<file path="config.mk">
export PLATFORM = sky130hd
export DESIGN_NAME = lfsr_rand8
export DESIGN_NICKNAME = d
export VERILOG_FILES = /design/src/rtl/lfsr_rand8.sv
export SDC_FILE = /design/constraint.sdc
export NUM_CORES = 1
export LEC_CHECK = 0
export ABC_AREA = 1
export CAP_MARGIN = 25
export CORE_MARGIN = 3
export CORE_UTILIZATION = 48
export DETAILED_ROUTE_END_ITERATION = 8
export PLACE_DENSITY = 0.79
export RECOVER_POWER = 50
export SLEW_MARGIN = 20
export SYNTH_ARGS = -nofsm -noshare
export SYNTH_HDL_FRONTEND = slang
export SYNTH_SLANG_ARGS = --single-unit
</file>
<file path="constraint.sdc">
create_clock -name clk -period 3.8 [get_ports clk]
set_input_delay 0.95 -clock clk [delete_from_list [all_inputs] [get_ports clk]]
set_output_delay 0.95 -clock clk [all_outputs]
set_load 0.05 [all_outputs]
</file>
<file path="src/rtl/lfsr_rand8.sv">
// lfsr_rand8 -- 8-bit maximal-length Fibonacci LFSR pseudo-random source.
// Taps 8,6,5,4 (x^8+x^6+x^5+x^4+1) give a 255-state period over the
// nonzero values. q_mod gives consumers a bounded value such as a letter
// index, and wrap marks the start of each period.
module lfsr_rand8 #(
  parameter logic [7:0]  SEED = 8'h01,  // reset/reload state, must be nonzero
  parameter int unsigned MOD  = 26      // modulus for q_mod, 1..255
) (
  input  logic       clk,
  input  logic       reset,
  input  logic       en,
  input  logic       load,
  input  logic [7:0] seed_in,
  output logic [7:0] q,
  output logic [7:0] q_mod,
  output logic       wrap
);

  localparam logic [7:0] MOD_C = 8'(MOD);

  logic [7:0] s_q;
  logic [7:0] s_d;
  logic       fb;

  // Next-state selection: hold, reload (never all-zero), or shift.
  always_comb begin
    // NOTE: s_d gets a default first so that no path leaves it unassigned,
    // which would otherwise infer a latch.
    s_d = s_q;
    fb  = s_q[7] ^ s_q[5] ^ s_q[4] ^ s_q[3];
    if (en) begin
      if (load) begin
        // A zero seed would lock the LFSR up; fall back to SEED instead.
        s_d = (seed_in != 8'h00) ? seed_in : SEED;
      end else begin
        s_d = {s_q[6:0], fb};
      end
    end
  end

  // State register; reset forces SEED immediately, without a clock.
  always_ff @(posedge clk or posedge reset) begin
    // NOTE: sequential state uses non-blocking assignments so every flop
    // samples the pre-edge values.
    if (reset) s_q <= SEED;
    else       s_q <= s_d;
  end

  // Outputs are pure functions of the state register.
  assign q     = s_q;
  assign q_mod = s_q % MOD_C;
  assign wrap  = (s_q == SEED);

endmodule

</file>
==> flow_summary.toml <==
[outcome]
outcome = "finished, violations left"
failed_checks = "negative setup slack"

[yosys]
ys_types = 30
syn_inst = 162
avgSynthCellArea_um2 = 6.70
synth_seq_cells = 8
synth-async-reset-ratio_pct = 100
synth_edf_count = 0
ys_warn_count = 0
synth_ff_type = "dfrtp_1"
syn_area_um2 = 1090
seq_area_frac_synth_pct = 18.5

[power]
p_sw_mw = 0.552
powerDensity_nw_per_um2 = 618
p_clk_share_pct = 6.9
power_frac_comb_pct = 80.8
swShare_pct = 54.4
pwr-share-seq_pct = 12.3
p_int_mw = 0.463
irDropWorstVdd_v = 0.000619
leakage_nw = 0.756

[critical_path]
critPathLaunchType = "flop"
cp_max_fo = 7
cpLargestDelayFamily = "simple AND/OR/NAND/NOR gates"
r2r-end = "q[0]$_DFFE_PP1P_"
r2r_start = "q[7]$_DFFE_PP0P_"
cpMostUsedCell = "nand2_4"
cp_num_buf_inv = 3
r2r_slack_ns = 2.55
path_class = "reg -> out"
worstSetupEndpointType = "output port"
critPathLaunch = "q[5]$_DFFE_PP0P_"
arrival_ns = 2.90
reg2reg_depth = 4
slowest_stage = "dfrtp_1"
crit_path_cell_trace = "inv_2, ha_4, inv_1, nor2_1, nand3_2, nand3_2, nand3_2, nand3_4, nand2_4, nand2_4, nand2_4, nor2_4, nand2_4, nand3_4, nand2_2, a21oi_4, nand2_4, nand2_1, nand2_2, buf_12"
required_ns = 2.85
critPathMaxStageDelay_ns = 0.43

[drt]
via_count = 1179
dr.pass1.iters = 4
via_per_inst = 5.31
antenna_left = 0
routed_wl_mm = 2.96
wire_per_inst_um = 13.3
drtIter0Drc = 25
drc_errors = 0

[timing]
setup-violations-final = 4
worst_pin_slew_ns = 0.506
maxSlewViolCount = 0
max_freq_mhz = 260
hold_violations = 0
relSlewSlack_pct = 66.2
rsz0062_at_grt = "yes"
layout_setup_ws_ns = -0.0474
min_period_over_period_pct = 101
clock_skew_ns = 0.0105
layout_min_cycle_time_ns = 3.85

[final_layout]
area_delta_synth_final_pct = 51.2
postLayoutCoreUtil_pct = 80.4
fin_cells = 222
diodes = 0
register_area_um2 = 205
drive_gt1_share_pct = 35.9
largest_reg_flops = 8
multiInputGateArea_um2 = 947
final_common_cell = "nand2_1"
finalNetCount = 211
fill_cells = 139
layout_common_cells = "36 x nand2_1, 19 x clkdlybuf4s50_1, 15 x inv_1"

[floorplan]
die_h_um = 53.6
core_area_um2 = 2040
fp.dieW_um = 53.6
num_io_pins = 29
initial_core_util_pct = 53.2
dieArea_um2 = 2870
rows = 16

[clock_network]
cts_num_sinks = 8
cts_buffers = 3
clk_latency_ns = 0.25
cts-hold-fix-buffers = 0
clock-root-buffer = "clkbuf_4"
cts.path.max_buffers = 2
clkSlewWorstSetupHoldPaths_ns = 0.06
cts_tree = "done"
htreeDepth = 1

[placement]
pre_cts_ws_ns = 0.223
placed_cells = 211
dp_hpwl_mm = 2.11
port_buffers = 26
routabilityCongestion = 0.872

[run]
maxCapViolations = 0

[hold_path]
min_path_type = "reg -> reg"
hold_end = "q[0]$_DFFE_PP1P_"
hold_path_depth = 2
holdCritStartpoint = "q[0]$_DFFE_PP1P_"

[global_routing]
grt.overflow.total = 0
first_global_vias = 1050
grt_max_degree = 17
antenna_found_initial = 0
grt_pass1_wl_mm = 4.34
grtUsageTotal_pct = 19.8
## metrics by stage
stage	TNS (ns)	hold slack [ns]	instance area [um2]	power (mW)
5_1_grt	-1.00	0.565	1640	1.07
3_5_place_dp	0	0.510	1400	0.840
6_report	-0.156	0.524	1640	1.01
4_1_cts	0	0.520	1450	0.917
2_1_floorplan	0	0.596	1090	0.593
3_3_place_gp	0	0.508	1400	0.827
## per-layer routing
metal | GRT usage, % | wire (um)
met1 | 24.7 | 1250
met2 | 36.9 | 1570
met3 | 1.11 | 96
met4 | 4.68 | 43
met5 | 0 | 0
## synthesized netlist by cell type, drive strengths merged, types with 2 or more instances
cell,number,area share [%]
nor2,7,3.1
xor2,4,3.2
nand3,26,18
inv,19,6.8
a21oi,3,2.8
o211ai,3,2.1
dfrtp,7,16
nand4,5,3.5
ha,3,3.5
buf,3,2.1
nand2,59,24
clkbuf,2,0.69
o21ai,15,8.3
xnor2,2,1.6
## repair_timing
action                                  in CTS  in global routing
resized for setup                            0                 39
endpoints found under the setup margin       4                  4
buffers inserted                             3                  4
pin swaps                                    0                  9
## area by class of cell
type,instances,share of cell area [%]
well taps,27,2.06
flip-flops and latches,8,12.5
multi-input cells,131,57.7
clock buffers,4,1.60
inverters,19,4.50
repair buffers,33,21.6
## tightest hold or removal path, cell delays in order, from the launching register on
cell and delay, ns:
dfstp_2 0.40, inv_1 0.05, o21ai_0 0.06
## worst max path at each step
| stage | end | cells past startpoint |
|---|---|---|
| 5_1_grt | q_mod[2] | 19 |
| 4_1_cts | q_mod[1] | 20 |
| 2_1_floorplan | q_mod[4] | 19 |
| 6_report | q_mod[4] | 20 |
| 3_3_place_gp | q_mod[1] | 16 |
| 3_5_place_dp | q_mod[1] | 21 |
## kinds of logic (layout without fill, tap and decap cells)
logic type	Yosys count	in the layout	synth area share, %
xor+xnor	6	6	4.84
simple gates	98	98	49.3
flops	8	8	18.5
compound gates	22	22	13.9
buf+inv	24	56	9.56
fa+ha+maj	3	3	3.46
other cells	1	2	0.345
## power groups by stage
stage                     Clock (mW)  Combinational [mW]  Sequential (mW)
after global routing          0.0777               0.870            0.127
after floorplan                    0               0.437            0.157
after CTS                     0.0711               0.727            0.119
after detailed placement           0               0.720            0.120
final                         0.0698               0.820            0.125
after global placement             0               0.708            0.120
No activity file was read; power rests on OpenSTA's default activity.
